$ cat src/rtl/debug_cmd_unit.sv
// Debug command sequencer between the UART RX/TX FIFOs and the MIPS core.
// It pops command words, loads instruction memory, runs or single-steps the
// core, dumps debug state, and closes every command with a status word.
//
// state     | meaning
// ----------+------------------------------------------------------------
// IDLE      | pop the next command word, latch opcode/arg, branch on opcode
// LOAD_WAIT | wait for the instruction word, pop it and schedule imem write
// RUN       | core free-runs until cpu_halt is sampled high
// STEP      | core gets a single one-cycle enable
// DUMP      | stream DUMP_WORDS debug words to TX, honouring tx_full
// ACK       | push {AC,0000,opcode}
// ERR       | push {EE,0000,opcode} for an unknown opcode
module debug_cmd_unit #(
    parameter int DBIT        = 32,
    parameter int IMEM_ADDR_W = 8,
    parameter int DUMP_WORDS  = 32,
    parameter int DUMP_ADDR_W = 6
) (
    input  logic                   clk,
    input  logic                   reset,
    input  logic                   rx_empty,
    input  logic [DBIT-1:0]        r_data,
    output logic                   rd_uart,
    input  logic                   tx_full,
    output logic                   wr_uart,
    output logic [DBIT-1:0]        w_data,
    output logic                   imem_we,
    output logic [IMEM_ADDR_W-1:0] imem_addr,
    output logic [31:0]            imem_data,
    output logic                   cpu_run,
    output logic                   cpu_step,
    input  logic                   cpu_halt,
    output logic [DUMP_ADDR_W-1:0] dbg_addr,
    input  logic [31:0]            dbg_data,
    output logic                   busy
);

    typedef enum logic [2:0] {
        S_IDLE,
        S_LOAD_WAIT,
        S_RUN,
        S_STEP,
        S_DUMP,
        S_ACK,
        S_ERR
    } state_t;

    localparam logic [7:0] OP_LOAD = 8'h01;
    localparam logic [7:0] OP_RUN  = 8'h02;
    localparam logic [7:0] OP_STEP = 8'h03;
    localparam logic [7:0] OP_DUMP = 8'h04;
    localparam logic [DUMP_ADDR_W-1:0] DUMP_LAST = DUMP_ADDR_W'(DUMP_WORDS - 1);

    state_t                 state_q, state_d;
    logic [7:0]             opcode_q;
    logic [IMEM_ADDR_W-1:0] arg_q;
    logic [DUMP_ADDR_W-1:0] cnt_q;
    logic                   cmd_pop;
    logic                   load_pop;
    logic                   dump_push;

    assign dbg_addr = cnt_q;
    assign busy     = (state_q != S_IDLE);

    // Next-state decode and the combinational FIFO handshakes; both strobes are
    // gated by reset so nothing is popped or pushed while reset is held.
    always_comb begin
        state_d   = state_q;
        rd_uart   = 1'b0;
        wr_uart   = 1'b0;
        w_data    = '0;
        cmd_pop   = 1'b0;
        load_pop  = 1'b0;
        dump_push = 1'b0;
        case (state_q)
            S_IDLE: begin
                if (!rx_empty) begin
                    rd_uart = 1'b1;
                    cmd_pop = 1'b1;
                    case (r_data[31:24])
                        OP_LOAD: state_d = S_LOAD_WAIT;
                        OP_RUN:  state_d = S_RUN;
                        OP_STEP: state_d = S_STEP;
                        OP_DUMP: state_d = S_DUMP;
                        default: state_d = S_ERR;
                    endcase
                end
            end
            S_LOAD_WAIT: begin
                if (!rx_empty) begin
                    rd_uart  = 1'b1;
                    load_pop = 1'b1;
                    state_d  = S_ACK;
                end
            end
            S_RUN: begin
                if (cpu_halt) begin
                    state_d = S_ACK;
                end
            end
            S_STEP: begin
                state_d = S_ACK;
            end
            S_DUMP: begin
                if (!tx_full) begin
                    wr_uart   = 1'b1;
                    w_data    = dbg_data;
                    dump_push = 1'b1;
                    if (cnt_q == DUMP_LAST) begin
                        state_d = S_ACK;
                    end
                end
            end
            S_ACK: begin
                if (!tx_full) begin
                    wr_uart = 1'b1;
                    w_data  = {8'hAC, 16'h0000, opcode_q};
                    state_d = S_IDLE;
                end
            end
            S_ERR: begin
                if (!tx_full) begin
                    wr_uart = 1'b1;
                    w_data  = {8'hEE, 16'h0000, opcode_q};
                    state_d = S_IDLE;
                end
            end
            default: state_d = S_IDLE;
        endcase
        if (!reset) begin
            rd_uart   = 1'b0;
            wr_uart   = 1'b0;
            w_data    = '0;
            cmd_pop   = 1'b0;
            load_pop  = 1'b0;
            dump_push = 1'b0;
            state_d   = S_IDLE;
        end
    end

    // State register plus command latches, imem write port, core enables and
    // dump index; cpu_run/cpu_step follow the next state so they are high from
    // the first cycle in RUN/STEP and drop the cycle after leaving.
    always_ff @(posedge clk) begin
        if (!reset) begin
            state_q   <= S_IDLE;
            opcode_q  <= '0;
            arg_q     <= '0;
            cnt_q     <= '0;
            imem_we   <= 1'b0;
            imem_addr <= '0;
            imem_data <= '0;
            cpu_run   <= 1'b0;
            cpu_step  <= 1'b0;
        end else begin
            state_q  <= state_d;
            imem_we  <= load_pop;
            cpu_run  <= (state_d == S_RUN);
            cpu_step <= (state_d == S_STEP);
            if (cmd_pop) begin
                opcode_q <= r_data[31:24];
                arg_q    <= r_data[IMEM_ADDR_W-1:0];
            end
            if (load_pop) begin
                imem_addr <= arg_q;
                imem_data <= r_data;
            end
            if (dump_push) begin
                cnt_q <= (cnt_q == DUMP_LAST) ? '0 : cnt_q + 1'b1;
            end
        end
    end

endmodule

$ cat config.mk
export PLATFORM = sky130hd
export DESIGN_NAME = debug_cmd_unit
export DESIGN_NICKNAME = d
export VERILOG_FILES = /design/src/rtl/debug_cmd_unit.sv
export SDC_FILE = /design/constraint.sdc
export NUM_CORES = 1
export LEC_CHECK = 0
export ABC_AREA = 1
export BUFFER_PORTS_ARGS = -buffer_cell sky130_fd_sc_hd__buf_4
export CORE_MARGIN = 2
export CORE_UTILIZATION = 25
export CTS_BUF_LIST = sky130_fd_sc_hd__clkbuf_4 sky130_fd_sc_hd__clkbuf_8
export DETAILED_ROUTE_END_ITERATION = 10
export PLACE_DENSITY = 0.57
export SYNTH_ARGS = -nofsm -noshare
export SYNTH_HDL_FRONTEND = slang
export SYNTH_SLANG_ARGS = --single-unit
$ cat constraint.sdc
create_clock -name clk -period 3.7 [get_ports clk]
set_input_delay 0.74 -clock clk [delete_from_list [all_inputs] [get_ports clk]]
set_output_delay 0.74 -clock clk [all_outputs]
set_load 0.01 [all_outputs]
==> flow_metrics.env, run 1 <==
export IMPL_outcome="complete, no violations"
export IMPL_multiInputGateArea_mm2=0.00133
export IMPL_overflow=0
export IMPL_drc_errors=0
export IMPL_power_density_mw_per_mm2=427
export IMPL_reg2reg_depth=8
export IMPL_fin_skew_ns=0.0109
export IMPL_grt_setup_unrepaired="no"
export IMPL_hpwl_um=6520
export IMPL_clockBufferDepth=2
export IMPL_finalHoldViolations=0
export IMPL_ys_seq_area_frac=0.460
export IMPL_finalCritPeriodShare=0.724
export IMPL_detail_route_antenna_nets=0
export IMPL_vias=3109
export IMPL_synth_main_ff_cell="dfxtp_1"
export IMPL_tightest_slew_ns=0.938
export IMPL_critPathLaunchType="register"
export IMPL_synth_area_leader_cell="dfxtp_1"
export IMPL_hp_start="imem_data[11]$_SDFFE_PN0P_"
export IMPL_r2r_start="state_q[1]$_SDFF_PN0_"
export IMPL_crit_type="reg2out"
export IMPL_fin_area_mm2=0.00443
export IMPL_die_w_um=113
export IMPL_reg2reg_to="cpu_step$_SDFF_PN0_"
export IMPL_viasPerCell=4.42
export IMPL_grt_pass1_wl_um=14500
export IMPL_syn_area_mm2=0.00296
export IMPL_antenna_found_initial=0
export IMPL_setup_reg_to_reg_worst_slack_ns=1.54
export IMPL_grt_total_usage=0.143
export IMPL_cts_root_buffer="clkbuf_8"
export IMPL_fin_util=0.387
export IMPL_ir_drop_uv=204
export IMPL_synth_edf_count=0
export IMPL_cts_tree="done"
export IMPL_n_fill_cell=1210
export IMPL_yosys_warnings=0
export IMPL_cp_max_fo=10
export IMPL_synth_commonest_cells="nor2_1, dfxtp_1, o21ai_0"
export IMPL_p_leak_nw=2.18
export IMPL_syn_to_final_growth_pct=49.9
export IMPL_drive_gt1_frac=0.329
export IMPL_crit_end="w_data[29]"
export IMPL_core_mm2=0.0115
export IMPL_cp_data_arrival_time_ns=1.94
export IMPL_io_pins=153
export IMPL_clk_latency_ns=0.34
export IMPL_wl_per_cell_um=12.9
export IMPL_register_area_mm2=0.00136
export IMPL_finalCriticalPeriod_ns=2.68
export IMPL_clock_sinks=68
export IMPL_synth_area_leaders="dfxtp_1, nor2_1, o21ai_0"
export IMPL_finalPower_mw=1.89
export IMPL_finalNetCount=625
export IMPL_max_freq_mhz=373
export IMPL_antenna_cells=0
export IMPL_syn_area_per_cell_um2=7.20
export IMPL_drtPass1Iterations=4
export IMPL_setup_worst_path_end_class="primary output"
export IMPL_synth_seq_cells=68
export IMPL_setup_tns_ns=0
export IMPL_cts_resized=0
export IMPL_hold_class="reg2reg"
export IMPL_initial_core_util=0.258
export IMPL_setup_worst_path_start="state_q[2]$_SDFF_PN0_"
export IMPL_gp_congestion=0.840
export IMPL_die_h_um=113
export IMPL_holdBufCountCts=0
export IMPL_portBuffers=152
export IMPL_dieArea_mm2=0.0127
export IMPL_synth_cell_types=30
export IMPL_placementRows=39
export IMPL_required_ns=2.96
export IMPL_ys_async_sr_fraction=0
export IMPL_syn_nets=481
export IMPL_setup_viol=0
export IMPL_synth_top_cell_area_share=0.460
export IMPL_grt_pass1_vias=2967
export IMPL_clkTransAtPathRegs_ns=0.08
export IMPL_first_iter_violations=88
export IMPL_synth_most_common_cell="nor2_1"
export IMPL_cap_violations=0
export IMPL_cts_buffers_inserted=9
export IMPL_slew_violations=0
export IMPL_cts_setup_buffers=0
export IMPL_grt_max_degree=67
export IMPL_placed_cell_area_mm2=0.00418
export IMPL_synth_cells=411
export IMPL_wl_um=9040
export IMPL_htreeDepth=3
export IMPL_slew_headroom=0.373
## layout make-up
type                            count  area share
Sequential cell                    68       0.307
Multi-Input combinational cell    280       0.299
Timing Repair Buffer              153       0.259
Tap cell                          143      0.0404
Inverter                           43      0.0364
Clock buffer                       11      0.0341
Clock inverter                      5      0.0240
## cells by family after synthesis
group / after synthesis / share of synthesized area
simple gates: 181 / 0.267
compound gates: 97 / 0.174
flops: 68 / 0.460
buf+inv: 63 / 0.0914
xor+xnor: 1 / 0.00296
fa+ha+maj: 1 / 0.00423
## per-stage QoR
step | hold WS (ns) | instances | setup slack (ns)
after detailed placement | 0.462 | 687 | 1.07
final | 0.473 | 703 | 1.02
after global placement | 0.452 | 687 | 1.10
after floorplan | 0.470 | 411 | 1.45
after global routing | 0.511 | 703 | 0.765
after CTS | 0.481 | 703 | 0.979
## routing by layer
| metal | GRT usage | part of all wire | vias up |
|---|---|---|---|
| met5 | 0 | 0 | - |
| met1 | 0.179 | 0.44 | 1382 |
| met4 | 0.0659 | 0.021 | 0 |
| li1 | - | - | 1601 |
| met3 | 0.0316 | 0.065 | 14 |
| met2 | 0.235 | 0.47 | 112 |
## worst max-delay path, stage by stage (launching register included)
cell     delay [ns]
dfxtp_1        0.45
inv_2          0.11
a21oi_2        0.16
nor3b_4        0.45
nand2_1        0.20
nand2_1        0.11
buf_4          0.12
## registers in the layout (all words and copies together) (netlist names)
register / cells
state_q: 3
cpu_step: 1
dbg_addr: 6
arg_q: 8
imem_addr: 8
imem_data: 32
opcode_q: 8
imem_we: 1
cpu_run: 1
## where the power goes
group | switching (mW) | internal [mW] | leakage, nW
clock | 0.297 | 0.487 | 0.126
combinational | 0.168 | 0.136 | 1.50
sequential | 0.0294 | 0.776 | 0.553
total | 0.494 | 1.40 | 2.18
## placed cells by master (no fill, tap or decap)
master	instances
nand4_1	5
nand2_4	2
a21oi_2	1
nor4_1	1
nor3_2	1
clkbuf_8	11
bufinv_16	3
clkinvlp_4	1
nand2_1	32
buf_4	153
a22oi_1	8
ha_1	1
o21ai_0	61
nor2_8	1
nand2_2	1
nor3b_4	1
nand3_1	7
xor2_1	1
inv_6	1
dfxtp_1	68
nor3b_1	1
a211oi_1	1
nor2_4	2
a21oi_1	25
o2111ai_1	1
inv_2	4
nor3_1	1
nand4_2	1
nor2_2	1
inv_1	39
nor2_1	124
## worst min-delay path by stage
stage	to	slack (ns)	depth (start not counted)
global placement	imem_data[10]$_SDFFE_PN0P_	0.45	2
global route	imem_data[21]$_SDFFE_PN0P_	0.51	2
detailed placement	imem_data[11]$_SDFFE_PN0P_	0.46	2
CTS	imem_data[11]$_SDFFE_PN0P_	0.48	2
finish	imem_data[11]$_SDFFE_PN0P_	0.47	2
floorplan	arg_q[0]$_SDFFE_PN0P_	0.47	2
Note: power is estimated with default switching activity, not from simulation.
==> run 2: changes to the inputs <==
--- a/config.mk
+++ b/config.mk
@@ -11,7 +11,7 @@
 export CORE_UTILIZATION = 25
 export CTS_BUF_LIST = sky130_fd_sc_hd__clkbuf_4 sky130_fd_sc_hd__clkbuf_8
 export DETAILED_ROUTE_END_ITERATION = 10
-export PLACE_DENSITY = 0.57
+export PLACE_DENSITY = 0.59
 export SYNTH_ARGS = -nofsm -noshare
 export SYNTH_HDL_FRONTEND = slang
 export SYNTH_SLANG_ARGS = --single-unit
==> constraint.sdc (replaced) <==
create_clock -name clk -period 2.3 [get_ports clk]
set_input_delay 0.46 -clock clk [delete_from_list [all_inputs] [get_ports clk]]
set_output_delay 0.46 -clock clk [all_outputs]
set_load 0.01 [all_outputs]
==> run 2 against run 1 <==
Clock skew down 0.0041 ns; highest routed layer unchanged; flip-flop and latch count unchanged; register-to-register slack worse by 0.87 ns; critical path type unchanged; non-clock buffer count up 7; clock power up 30%.
==> flow_metrics.env, run 2 (synthesized netlist as in run 1, its figures left out) <==
export IMPL_clockBufferDepth=2
export IMPL_detail_route_antenna_nets=0
export IMPL_drive_gt1_frac=0.345
export IMPL_use_met3=0.0311
export IMPL_finalCritPeriodShare=0.932
export IMPL_cts_buffers_inserted=9
export IMPL_syn_to_final_growth_pct=50.9
export IMPL_hold_depth=3
export IMPL_core_mm2=0.0115
export IMPL_dpl_worst_slack_ns=0.277
export IMPL_cts_root_buffer="clkbuf_8"
export IMPL_gr_usage_met2=0.219
export IMPL_layout_common_cells="buf_4, nor2_1, dfxtp_1"
export IMPL_reg2reg_depth=7
export IMPL_finalHoldViolations=0
export IMPL_grt_setup_unrepaired="no"
export IMPL_htreeDepth=3
export IMPL_setup_tns_ns=0
export IMPL_io_pins=153
export IMPL_fin_skew_ns=0.00685
export IMPL_wl_per_cell_um=12.6
export IMPL_antenna_cells=0
export IMPL_clock_sinks=68
export IMPL_p_leak_nw=2.19
export IMPL_dieArea_mm2=0.0127
export IMPL_placed_cell_area_mm2=0.00423
export IMPL_gp_congestion=0.859
export IMPL_clk_latency_ns=0.34
export IMPL_grt_pass1_vias=2978
export IMPL_finalNetCount=633
export IMPL_grt_busiest_layer="met2"
export IMPL_max_freq_mhz=466
export IMPL_finalCriticalPeriod_ns=2.14
export IMPL_top_register="imem_data"
export IMPL_first_iter_violations=174
export IMPL_cp_data_arrival_time_ns=1.68
export IMPL_drc_errors=0
export IMPL_clkTransAtPathRegs_ns=0.08
export IMPL_wl_um=8930
export IMPL_cap_violations=0
export IMPL_die_h_um=113
export IMPL_slew_headroom=0.675
export IMPL_fin_area_mm2=0.00446
export IMPL_placementRows=39
export IMPL_setup_viol=0
export IMPL_hpwl_um=6540
export IMPL_drtPass1Iterations=4
export IMPL_tightest_slew_ns=0.487
export IMPL_vias=3163
export IMPL_ir_drop_uv=315
export IMPL_grt_total_usage=0.138
export IMPL_use_met1=0.179
export IMPL_initial_core_util=0.258
export IMPL_crit_type="reg2out"
export IMPL_cp_max_fo=9
export IMPL_grt_pass1_wl_um=14300
export IMPL_antenna_found_initial=0
export IMPL_power_density_mw_per_mm2=633
export IMPL_critPathLaunchType="register"
export IMPL_layout_commonest_cell="buf_4"
export IMPL_overflow=0
export IMPL_required_ns=1.84
export IMPL_viasPerCell=4.45
export IMPL_cts_tree="done"
export IMPL_outcome="complete, no violations"
export IMPL_holdWs_ns=0.347
export IMPL_setup_worst_path_end_class="primary output"
export IMPL_largest_reg_flops=32
export IMPL_portBuffers=152
export IMPL_hold_class="in2reg"
export IMPL_die_w_um=113
export IMPL_slew_violations=0
export IMPL_final_setup_worst_slack_ns=0.156
export IMPL_grt_max_degree=44
## run 2: cell types whose count changed in the layout (fill, tap and decap cells not counted)
cell        change
inv_6           -1
bufinv_16       -2
dfxtp_2         +3
buf_4           +6
clkinvlp_4      +2
buf_12          +1
inv_1           -1
clkinv_2        +2
clkbuf_4        +1
dfxtp_1         -3
## run 2: path summary, 6_finish.rpt
check / slack, ns / end / startpoint
worst min register to register: 0.47 / imem_data[7]$_SDFFE_PN0P_ / imem_data[7]$_SDFFE_PN0P_
worst min-delay path: 0.35 / arg_q[5]$_SDFFE_PN0P_ / r_data[5]
worst max register to register: 0.67 / cpu_step$_SDFF_PN0_ / state_q[0]$_SDFF_PN0_
worst max-delay path: 0.16 / w_data[7] / state_q[2]$_SDFF_PN0_
## run 2: metal layers
| layer | vias up | part of all wire | wire length [µm] |
|---|---|---|---|
| met5 | - | 0 | 0 |
| met1 | 1418 | 0.45 | 4010 |
| met2 | 117 | 0.46 | 4120 |
| met4 | 0 | 0.016 | 145 |
| met3 | 10 | 0.073 | 654 |
| li1 | 1618 | - | - |
## run 2: worst max-delay path: stages (launching register included)
cell and delay [ns]:
dfxtp_2 0.39, inv_2 0.09, a21oi_2 0.17, nor3b_4 0.22, buf_4 0.19, a22oi_1 0.08
nor2_1 0.09, buf_4 0.12
## run 2: report_power, final
| part | switching (mW) | leakage, nW | internal, mW | total (mW) |
|---|---|---|---|---|
| clock network | 0.456 | 0.106 | 0.569 | 1.02 |
| logic | 0.273 | 1.53 | 0.231 | 0.504 |
| registers | 0.0477 | 0.554 | 1.25 | 1.30 |
| total | 0.777 | 2.19 | 2.05 | 2.83 |
## run 2: what timing repair did
| action | 4_1_cts | 5_1_grt |
|---|---|---|
| gates resized for setup | 1 | 4 |
| hold buffers | 0 | 0 |
| setup endpoints to repair | 11 | 24 |
| buffers inserted | 1 | 1 |
| gates cloned | 0 | 1 |
## run 2: area by class of cell
| type | instances | area (µm²) |
|---|---|---|
| clock inverter | 4 | 47.5 |
| timing repair buffer | 160 | 1210 |
| inverter | 43 | 165 |
| timing repair inverter | 1 | 7.51 |
| sequential | 68 | 1370 |
| fill | 1203 | 7000 |
| clock buffer | 12 | 159 |
| multi-input combinational | 280 | 1330 |
| tap | 143 | 179 |
## run 2: per-stage QoR
step | std cells | util | total power [mW]
2_1_floorplan | 411 | - | 1.59
4_1_cts | 709 | 0.388 | 2.85
3_5_place_dp | 692 | 0.369 | 1.82
6_report | 711 | 0.389 | 2.83
3_3_place_gp | 692 | 0.369 | 1.81
5_1_grt | 711 | 0.389 | 2.99
